[src/rtl/div_issue_if.sv]
// div_issue_if: start/ready handshake bundle between the divide controller (master) and the divider (slave)
//   dv_start    master->slave  start, held high through the operation
//   dv_dividend master->slave  dividend magnitude
//   dv_divisor  master->slave  divisor magnitude
//   dv_ready    slave->master  result valid
//   dv_result   slave->master  [15:0] quotient, [31:16] remainder (unsigned)
interface div_issue_if;
  logic        dv_start;
  logic [15:0] dv_dividend;
  logic [15:0] dv_divisor;
  logic        dv_ready;
  logic [31:0] dv_result;
  modport master(output dv_start, dv_dividend, dv_divisor, input dv_ready, dv_result);
  modport slave(input dv_start, dv_dividend, dv_divisor, output dv_ready, dv_result);
endinterface

[src/rtl/div_issue_ctrl.sv]
// div_issue_ctrl: EX-stage requester for the iterative 16-bit divider, with sign handling, pipeline stall and HI/LO write
//   clk, rst_n               clock (rising edge), asynchronous active-low reset
//   div_req, div_signed      DIV/DIVU issue from ID/EX (sampled in IDLE only), 1 = signed
//   op_dividend, op_divisor  rs / rt operands
//   flush                    aborts any operation in progress
//   stall, busy              pipeline freeze, controller not idle
//   hilo_we, lo, hi          one-cycle HI/LO write strobe with quotient / remainder
//   div_by_zero              sticky per-operation divide-by-zero flag
//   timeout_err              sticky watchdog flag
//   dv                       divider handshake (div_issue_if.master)
// Optional watchdog: define DIV_TIMEOUT_EN to abort WAIT after TIMEOUT_CYCLES cycles.
module div_issue_ctrl #(
  parameter int TIMEOUT_CYCLES = 64
) (
  input  logic        clk,
  input  logic        rst_n,
  input  logic        div_req,
  input  logic        div_signed,
  input  logic [15:0] op_dividend,
  input  logic [15:0] op_divisor,
  input  logic        flush,
  output logic        stall,
  output logic        busy,
  output logic        hilo_we,
  output logic [15:0] lo,
  output logic [15:0] hi,
  output logic        div_by_zero,
  output logic        timeout_err,
  div_issue_if.master dv
);
  typedef enum logic [1:0] {IDLE, ISSUE, WAIT, WRITE} state_e;
  state_e      state_q, state_d;
  logic        sa_q, sa_d, sb_q, sb_d, dbz_q, dbz_d;
  logic [15:0] dvd_q, dvd_d, dvs_q, dvs_d;
  logic [15:0] res_lo_q, res_lo_d, res_hi_q, res_hi_d;
  logic [15:0] lo_q, lo_d, hi_q, hi_d;
  logic        sa_in, sb_in, expire;
  logic [15:0] q_u, r_u;
  assign sa_in = op_dividend[15] & div_signed;
  assign sb_in = op_divisor[15] & div_signed;
  assign q_u   = dv.dv_result[15:0];
  assign r_u   = dv.dv_result[31:16];
`ifdef DIV_TIMEOUT_EN
  localparam int CW = $clog2(TIMEOUT_CYCLES + 1);
  logic [CW-1:0] cnt_q, cnt_d;
  logic          tmo_q, tmo_d;
  // counter is zero on the first WAIT cycle, so expiry lands on the TIMEOUT_CYCLES-th WAIT cycle
  assign expire      = state_q == WAIT && !dv.dv_ready && cnt_q == CW'(TIMEOUT_CYCLES - 1);
  assign cnt_d       = state_q == WAIT ? cnt_q + 1'b1 : '0;
  assign tmo_d       = tmo_q | (expire & ~flush);
  assign timeout_err = tmo_q;
  always_ff @(posedge clk or negedge rst_n)
    if (!rst_n) begin
      cnt_q <= '0;
      tmo_q <= 1'b0;
    end else begin
      cnt_q <= cnt_d;
      tmo_q <= tmo_d;
    end
`else
  logic unused_tmo;
  assign expire      = 1'b0;
  assign unused_tmo  = |TIMEOUT_CYCLES;
  assign timeout_err = 1'b0;
`endif
  always_ff @(posedge clk or negedge rst_n)
    if (!rst_n) begin
      state_q  <= IDLE;
      sa_q     <= 1'b0;
      sb_q     <= 1'b0;
      dbz_q    <= 1'b0;
      dvd_q    <= '0;
      dvs_q    <= '0;
      res_lo_q <= '0;
      res_hi_q <= '0;
      lo_q     <= '0;
      hi_q     <= '0;
    end else begin
      state_q  <= state_d;
      sa_q     <= sa_d;
      sb_q     <= sb_d;
      dbz_q    <= dbz_d;
      dvd_q    <= dvd_d;
      dvs_q    <= dvs_d;
      res_lo_q <= res_lo_d;
      res_hi_q <= res_hi_d;
      lo_q     <= lo_d;
      hi_q     <= hi_d;
    end
  // result registers hold the pending HI/LO value; divide-by-zero preloads them and skips the divider
  always_comb begin
    state_d  = state_q;
    sa_d     = sa_q;
    sb_d     = sb_q;
    dbz_d    = dbz_q;
    dvd_d    = dvd_q;
    dvs_d    = dvs_q;
    res_lo_d = res_lo_q;
    res_hi_d = res_hi_q;
    lo_d     = lo_q;
    hi_d     = hi_q;
    if (flush) state_d = IDLE;
    else case (state_q)
      IDLE: if (div_req) begin
        state_d  = op_divisor == '0 ? WRITE : ISSUE;
        sa_d     = sa_in;
        sb_d     = sb_in;
        dbz_d    = op_divisor == '0;
        dvd_d    = sa_in ? -op_dividend : op_dividend;
        dvs_d    = sb_in ? -op_divisor : op_divisor;
        res_lo_d = 16'hFFFF;
        res_hi_d = op_dividend;
      end
      ISSUE: state_d = WAIT;
      WAIT: if (dv.dv_ready) begin
        state_d  = WRITE;
        res_lo_d = (sa_q ^ sb_q) ? -q_u : q_u;
        res_hi_d = sa_q ? -r_u : r_u;
      end else if (expire) state_d = IDLE;
      WRITE: begin
        state_d = IDLE;
        lo_d    = res_lo_q;
        hi_d    = res_hi_q;
      end
    endcase
  end
  // hi/lo show the new value during the write strobe; a flush in WRITE suppresses both
  always_comb begin
    busy           = state_q != IDLE;
    stall          = (state_q == IDLE && div_req && !flush) || state_q == ISSUE || state_q == WAIT;
    hilo_we        = state_q == WRITE && !flush;
    lo             = hilo_we ? res_lo_q : lo_q;
    hi             = hilo_we ? res_hi_q : hi_q;
    div_by_zero    = dbz_q;
    dv.dv_start    = state_q == ISSUE || state_q == WAIT;
    dv.dv_dividend = dvd_q;
    dv.dv_divisor  = dvs_q;
  end
endmodule
[src/flat_wrapper.sv]
// flat-port wrapper written by rule: the top's interface ports become plain ports
module div_issue_ctrl_flat 
#(
  parameter int TIMEOUT_CYCLES = 64
)
  (clk, rst_n, div_req, div_signed, op_dividend, op_divisor, flush, stall, busy, hilo_we, lo, hi, div_by_zero, timeout_err, dv_dv_start, dv_dv_dividend, dv_dv_divisor, dv_dv_ready, dv_dv_result);
  div_issue_if dv_i ();
  input  logic clk;
  input  logic rst_n;
  input  logic div_req;
  input  logic div_signed;
  input  logic [15:0] op_dividend;
  input  logic [15:0] op_divisor;
  input  logic flush;
  output logic stall;
  output logic busy;
  output logic hilo_we;
  output logic [15:0] lo;
  output logic [15:0] hi;
  output logic div_by_zero;
  output logic timeout_err;
  output wire logic [$bits(dv_i.dv_start)-1:0] dv_dv_start;
  output wire logic [$bits(dv_i.dv_dividend)-1:0] dv_dv_dividend;
  output wire logic [$bits(dv_i.dv_divisor)-1:0] dv_dv_divisor;
  input wire logic [$bits(dv_i.dv_ready)-1:0] dv_dv_ready;
  input wire logic [$bits(dv_i.dv_result)-1:0] dv_dv_result;
  assign dv_dv_start = dv_i.dv_start;
  assign dv_dv_dividend = dv_i.dv_dividend;
  assign dv_dv_divisor = dv_i.dv_divisor;
  assign dv_i.dv_ready = dv_dv_ready;
  assign dv_i.dv_result = dv_dv_result;
  div_issue_ctrl #(.TIMEOUT_CYCLES(TIMEOUT_CYCLES)) u_core (.clk(clk), .rst_n(rst_n), .div_req(div_req), .div_signed(div_signed), .op_dividend(op_dividend), .op_divisor(op_divisor), .flush(flush), .stall(stall), .busy(busy), .hilo_we(hilo_we), .lo(lo), .hi(hi), .div_by_zero(div_by_zero), .timeout_err(timeout_err), .dv(dv_i));
endmodule
[config.mk]
export PLATFORM = sky130hd
export DESIGN_NAME = div_issue_ctrl_flat
export DESIGN_NICKNAME = d
export VERILOG_FILES = /design/src/rtl/div_issue_if.sv /design/src/rtl/div_issue_ctrl.sv /design/src/flat_wrapper.sv
export SDC_FILE = /design/constraint.sdc
export NUM_CORES = 1
export LEC_CHECK = 0
export CAP_MARGIN = 20
export CORE_MARGIN = 2
export CORE_UTILIZATION = 49
export CTS_BUF_LIST = sky130_fd_sc_hd__clkbuf_16
export DETAILED_ROUTE_END_ITERATION = 12
export PLACE_DENSITY = 0.85
export REMOVE_ABC_BUFFERS = 1
export SLEW_MARGIN = 20
export SYNTH_ARGS = -nofsm -noshare
export SYNTH_HDL_FRONTEND = slang
export SYNTH_SLANG_ARGS = --single-unit
[constraint.sdc]
create_clock -name clk -period 2.39 [get_ports clk]
set_input_delay 0.3585 -clock clk [delete_from_list [all_inputs] [get_ports clk]]
set_output_delay 0.3585 -clock clk [all_outputs]
set_load 0.02 [all_outputs]
# Word level (Yosys, flattened, before mapping)
# Cells that the tools add are included.
[totals]
elab_cells = 57
input_bits = 70
ff_bits = 101
[classes]
bitwise = 4
n_reduce_logical = 15
n_addsub = 4
eq_ne = 7
muxes = 17
[op_table]
columns = ["operator", "n"]
rows = [
  ["two-way mux 16 bit", 10],
  ["negation 16 bit", 4],
  ["case mux 16 bit (2 select lines)", 2],
  ["logical NOT 16 bit", 1],
  ["two-way mux 2 bit", 4],
  ["case mux 2 bit (4 select lines)", 1],
  ["inequality test 3 bit (second input constant)", 2],
  ["== test 2 bit (second input constant)", 2],
  ["inequality test 2 bit (second input constant)", 2],
  ["AND reduction 2 bit", 2],
  ["AND reduction 4 bit", 1],
  ["nonzero test 2 bit", 2],
  ["logical AND 1 bit", 3],
  ["logical OR 1 bit", 3],
  ["AND reduction 3 bit", 1],
  ["AND 1 bit", 2],
  ["== test 2 x 1 -> 1 bit (second input constant)", 1],
  ["logical NOT 2 bit", 1],
  ["logical NOT 1 bit", 1],
  ["NOT 1 bit", 1],
  ["XOR 1 bit", 1],
]

# Depth between registers and ports, before layout
[logic_depth]
word_depth = 5
depth_mapped = 9
mapped_depth_nobuf = 7

# Least setup slack after synthesis
# No wires, ideal clock.
[synth_timing]
path_kind = "reg2reg"
from = "reg u_core.state_q[0]"
to = "reg u_core.res_hi_q[11]"
path_buffers = 2
stages_incl_launch_ff = 9
required_ps = 2272
path_slack_ps = 335
t_arrival_ps = 1937
path_cell_list = "dfrtp_1 inv_1 ha_1 nor2b_1 or2_1 or3_1 clkbuf_1 buf_2 a21o_1"
[synth_via]
elab_chain_cells = 3
elab_cells_between_ends = 7
cone_classes = "eq/ne: 3; mux: 1; reduce/logical: 3"
[synth_lines]
columns = ["element", "line", "source"]
rows = [
  ["start, declared", "div_issue_ctrl.sv:32", "state_e state_q, state_d;"],
  ["start signal, assigned", "div_issue_ctrl.sv:79", "state_q <= state_d;"],
  ["== test 2 bit or logical NOT 2 bit (tied branches)", "div_issue_ctrl.sv:103", "else case (state_q)"],
  ["inequality test 2 bit (no source line) or nonzero test 2 bit (tied branches)", "n/a", ""],
  ["AND reduction 4 bit (no source line)", "n/a", ""],
  ["end signal, assigned", "div_issue_ctrl.sv:86", "res_hi_q <= res_hi_d;"],
  ["end, declared", "div_issue_ctrl.sv:35", "logic [15:0] res_lo_q, res_lo_d, res_hi_q, res_hi_d;"],
]
# Several ways; a longest one is shown, not always the timed one.
# A chain may end at the register's enable or synchronous reset.

# Final worst setup path
[layout_timing]
from = "reg u_core.state_q[0]"
to = "out hi[5]"
[layout_via]
elab_chain_cells = 3
[layout_lines]
columns = ["element", "line", "source"]
rows = [
  ["== test 2 bit", "div_issue_ctrl.sv:131", "hilo_we = state_q == WRITE && !flush;"],
  ["logical AND 1 bit", "div_issue_ctrl.sv:131", ""],
  ["two-way mux 16 bit", "div_issue_ctrl.sv:133", "hi = hilo_we ? res_hi_q : hi_q;"],
  ["end, declared", "flat_wrapper.sv:19", "output logic [15:0] hi;"],
]
# No other way between the ends.

==> flow_summary.html <==
<table>
<tr><th>Metric</th><th>Value</th></tr>
<tr><th colspan="2">Logic synthesis</th></tr>
<tr><td>Commonest cells post-synth</td><td>dfrtp_1, o21ai_0, nand2_1, nor2_1, a21oi_1</td></tr>
<tr><td>Top-count cell post-synth</td><td>dfrtp_1</td></tr>
<tr><td>Number of distinct library cells after synthesis</td><td>49</td></tr>
<tr><td>Synthesized netlist cell count</td><td>536</td></tr>
<tr><td>Yosys top cell area share</td><td>0.484</td></tr>
<tr><td>Leading area contributor after synthesis</td><td>dfrtp_1</td></tr>
<tr><td>Total of flip-flops plus latches after synthesis</td><td>101</td></tr>
<tr><td>Primary flip-flop cell chosen by synthesis mapping</td><td>dfrtp_1</td></tr>
<tr><td>Largest cells by area after synthesis</td><td>dfrtp_1, mux2_2, xnor2_1</td></tr>
<tr><td>Yosys warns</td><td>0</td></tr>
<tr><td>Cell Area, Synth</td><td>5220 sq um</td></tr>
<tr><td>Number of flops mapped to enable cells by yosys</td><td>0</td></tr>
<tr><td>Post-synth ARST share</td><td>1.00</td></tr>
<tr><td>Portion of the post-synthesis area used by sequential elements</td><td>0.484</td></tr>
<tr><td>Syn Area/Cell</td><td>9.75 sq um</td></tr>
<tr><th colspan="2">STA</th></tr>
<tr><td>Worst hold slack after final layout</td><td>65.7 ps</td></tr>
<tr><td>Final period utilization</td><td>0.976</td></tr>
<tr><td>Accumulated negative setup slack</td><td>0 ps</td></tr>
<tr><td>Final hold viol count</td><td>0</td></tr>
<tr><td>Number of failing setup endpoints in the final timing report</td><td>0</td></tr>
<tr><td>Setup repair after global routing missed its margin</td><td>true</td></tr>
<tr><td>Number of slew-limit violations in the final report</td><td>0</td></tr>
<tr><td>Headroom to the max-slew limit</td><td>0.511</td></tr>
<tr><td>Measured slew at the worst slew-check pin</td><td>733 ps</td></tr>
<tr><td>Post-layout min period</td><td>2330 ps</td></tr>
<tr><td>F_max</td><td>429 MHz</td></tr>
<tr><td>Worst setup skew after layout</td><td>5.79 ps</td></tr>
<tr><th colspan="2">Power and ir drop</th></tr>
<tr><td>Part of the total power dissipated in combinational logic</td><td>0.500</td></tr>
<tr><td>Fraction of power consumed by sequential logic</td><td>0.331</td></tr>
<tr><td>Clock network power share</td><td>0.169</td></tr>
<tr><td>Pint</td><td>5190 uW</td></tr>
<tr><td>Total power</td><td>8590 uW</td></tr>
<tr><td>Leak pwr</td><td>0.00313 uW</td></tr>
<tr><td>Switching share of power</td><td>0.396</td></tr>
<tr><td>Peak VDD IR</td><td>0.661 mV</td></tr>
<tr><td>Net switching power figure</td><td>3400 uW</td></tr>
<tr><td>Power per standard cell area</td><td>1170 nW/um^2</td></tr>
<tr><th colspan="2">Layout</th></tr>
<tr><td>Non-filler instance count after layout</td><td>849</td></tr>
<tr><td>Layout cell share with drive strength beyond 1</td><td>0.170</td></tr>
<tr><td>Area growth, synth to finish</td><td>40.8%</td></tr>
<tr><td>Final standard cell utilization of the core</td><td>0.713</td></tr>
<tr><td>Number of nets at the end of the flow</td><td>787</td></tr>
<tr><td>Number of inserted diodes</td><td>0</td></tr>
<tr><th colspan="2">Die</th></tr>
<tr><td>DIE AREA</td><td>11500 sq um</td></tr>
<tr><td>Number of top-level pins</td><td>140</td></tr>
<tr><td>DIE WIDTH</td><td>107 um</td></tr>
<tr><td>Die span in y</td><td>107 um</td></tr>
<tr><td>Floorplan row count</td><td>37</td></tr>
<tr><td>Core outline area</td><td>10300 sq um</td></tr>
<tr><td>Starting density of the core</td><td>0.506</td></tr>
<tr><th colspan="2">Detailed routing</th></tr>
<tr><td>Post-DR wirelength/cell</td><td>17.4 um</td></tr>
<tr><td>Drt pass-1 iters</td><td>5</td></tr>
<tr><td>DRT Wirelength</td><td>14800 um</td></tr>
<tr><td>Number of DRC violations after detailed-routing iteration 0</td><td>327</td></tr>
<tr><td>Number of remaining DRC errors</td><td>0</td></tr>
<tr><td>Via/cell ratio</td><td>5.51</td></tr>
<tr><td>Remaining antenna violation count</td><td>0</td></tr>
<tr><td>DR vias</td><td>4679</td></tr>
<tr><th colspan="2">GRT</th></tr>
<tr><td>Remaining global-route overflow</td><td>0</td></tr>
<tr><td>Total routing usage reported by global routing</td><td>0.268</td></tr>
<tr><td>Wire length of the first global-routing pass</td><td>23800 um</td></tr>
<tr><td>Maximum number of pins on one net before global-route repair</td><td>57</td></tr>
<tr><td>Initial antenna violation count</td><td>0</td></tr>
<tr><td>Number of global-route vias before repair</td><td>4891</td></tr>
<tr><th colspan="2">Placed design</th></tr>
<tr><td>Number of placed cells counting well taps</td><td>832</td></tr>
<tr><td>I/O Buffers</td><td>138</td></tr>
<tr><td>Post-DP HPWL</td><td>10800 um</td></tr>
<tr><td>Weighted congestion reported at the end of routability-driven placement</td><td>0.939</td></tr>
<tr><th colspan="2">Critical path</th></tr>
<tr><td>Type of the setup path with the least slack</td><td>reg -&gt; out</td></tr>
<tr><td>CP startpoint kind</td><td>flop</td></tr>
<tr><td>Capturing element type of the critical path</td><td>output pin</td></tr>
<tr><td>Required time at the worst-slack endpoint</td><td>2030 ps</td></tr>
<tr><td>Arrival time reported for the critical path endpoint</td><td>1970 ps</td></tr>
<tr><td>CP max FO</td><td>17</td></tr>
<tr><th colspan="2">Clocking</th></tr>
<tr><td>Number of H-tree levels</td><td>3</td></tr>
<tr><td>Clock slew seen by the registers of the worst setup and hold paths</td><td>70 ps</td></tr>
<tr><td>TritonCTS clock tree</td><td>done</td></tr>
<tr><td>Clock root buffer</td><td>clkbuf_16</td></tr>
<tr><td>CTS Sinks</td><td>101</td></tr>
<tr><td>Clock latency on the worst-skew pair</td><td>340 ps</td></tr>
<tr><td>Cts bufs inserted</td><td>9</td></tr>
<tr><td>CTS max path bufs</td><td>2</td></tr>
<tr><th colspan="2">Run</th></tr>
<tr><td>Number of max-cap violations</td><td>0</td></tr>
<tr><th colspan="2">Status</th></tr>
<tr><td>Status</td><td>complete, no violations</td></tr>
<tr><th colspan="2">Min path</th></tr>
<tr><td>Type of the tightest min-delay check</td><td>in -&gt; async</td></tr>
</table>
[path summary, 6_finish.rpt]
| path | cells past startpoint | slack (ps) | startpoint | endpoint |
|---|---|---|---|---|
| max in group asynchronous | 2 | 1630 | rst_n | u_core.res_hi_q[2] |
| min reg2reg | 2 | 480 | u_core.dv.dv_dividend[11] | u_core.dv.dv_dividend[11] |
| max | 5 | 60 | u_core.state_q[0] | hi[5] |
| min | 1 | 70 | rst_n | u_core.lo_q[9] |
| max reg2reg | 7 | 250 | u_core.state_q[1] | u_core.res_hi_q[11] |
| min in group clk | 2 | 480 | u_core.dv.dv_dividend[11] | u_core.dv.dv_dividend[11] |
[state kept, by name, indices dropped and copies added, names as in the netlist, 2 cells and up]
register / count
u_core.res_lo_q: 16
u_core.dv.dv_divisor: 16
u_core.lo_q: 16
u_core.hi_q: 16
u_core.dv.dv_dividend: 16
u_core.res_hi_q: 16
u_core.state_q: 2
[final cells by class]
class / instances / area, sq um
clock buffers: 9 / 225
well taps: 136 / 170
repair buffers: 186 / 1740
multi-input cells: 392 / 2560
clock inverters: 7 / 63.8
inverters: 18 / 67.6
flip-flops and latches: 101 / 2530
fillers: 739 / 2970
[stage by stage]
step           cell area (sq um)  worst slack (ps)
3_3_place_gp                7060              -174
3_5_place_dp                7060              -150
6_report                    7360              56.6
5_1_grt                     7360             -6.68
4_1_cts                     7350              3.03
2_1_floorplan               5120              -805
[cell usage in the layout, fill, tap and decap left out, types with 21 or more instances in the layout]
cell type,count
a21oi_1,47
buf_4,46
clkdlybuf4s15_1,21
clkdlybuf4s50_1,104
dfrtp_1,101
mux2_2,32
nand2_1,51
nor2_1,49
o21ai_0,53
xnor2_1,34
[worst max-delay path, cell delays in order (launching register included)]
cell and delay (ps):
dfrtp_1 410, ha_1 240, nand2b_4 130, buf_12 180
mux2_2 360, clkdlybuf4s15_1 290
[cell families (layout without fill, tap and decap cells)]
logic type	Yosys count	count (layout)	share of synthesized area
AOI/OAI and AO/OA	138	138	0.152
xor gates and xnor gates	53	53	0.0889
adders and majority gates	9	9	0.0216
buffers and inverters	43	220	0.0319
DFF	101	101	0.484
muxes	37	37	0.0786
other	1	1	0.000718
and+or+nand+nor	154	154	0.143
[power by group through the flow]
stage                     registers [uW]  logic [uW]  clock network, uW
after floorplan                     3090        2190                  0
after global placement              2820        4290                  0
after detailed placement            2860        4410                  0
after CTS                           2840        4270               1470
after global routing                2920        4660               1540
final                               2840        4290               1450
[metal layers]
metal	part of all wire	track usage	up-vias	wire, um
met5	0	0	-	0
met4	0.034	0.134	0	507
met3	0.071	0.0611	38	1050
met2	0.50	0.453	180	7370
met1	0.40	0.322	2245	5880
li1	-	-	2216	-
[timing repair]
action | in CTS | in global routing
cloned | 1 | 0
setup buffers | 0 | 0
setup endpoints to repair | 33 | 31
gates resized for setup | 39 | 40
hold buffers | 0 | 0
(Power assumes the default switching activity.)
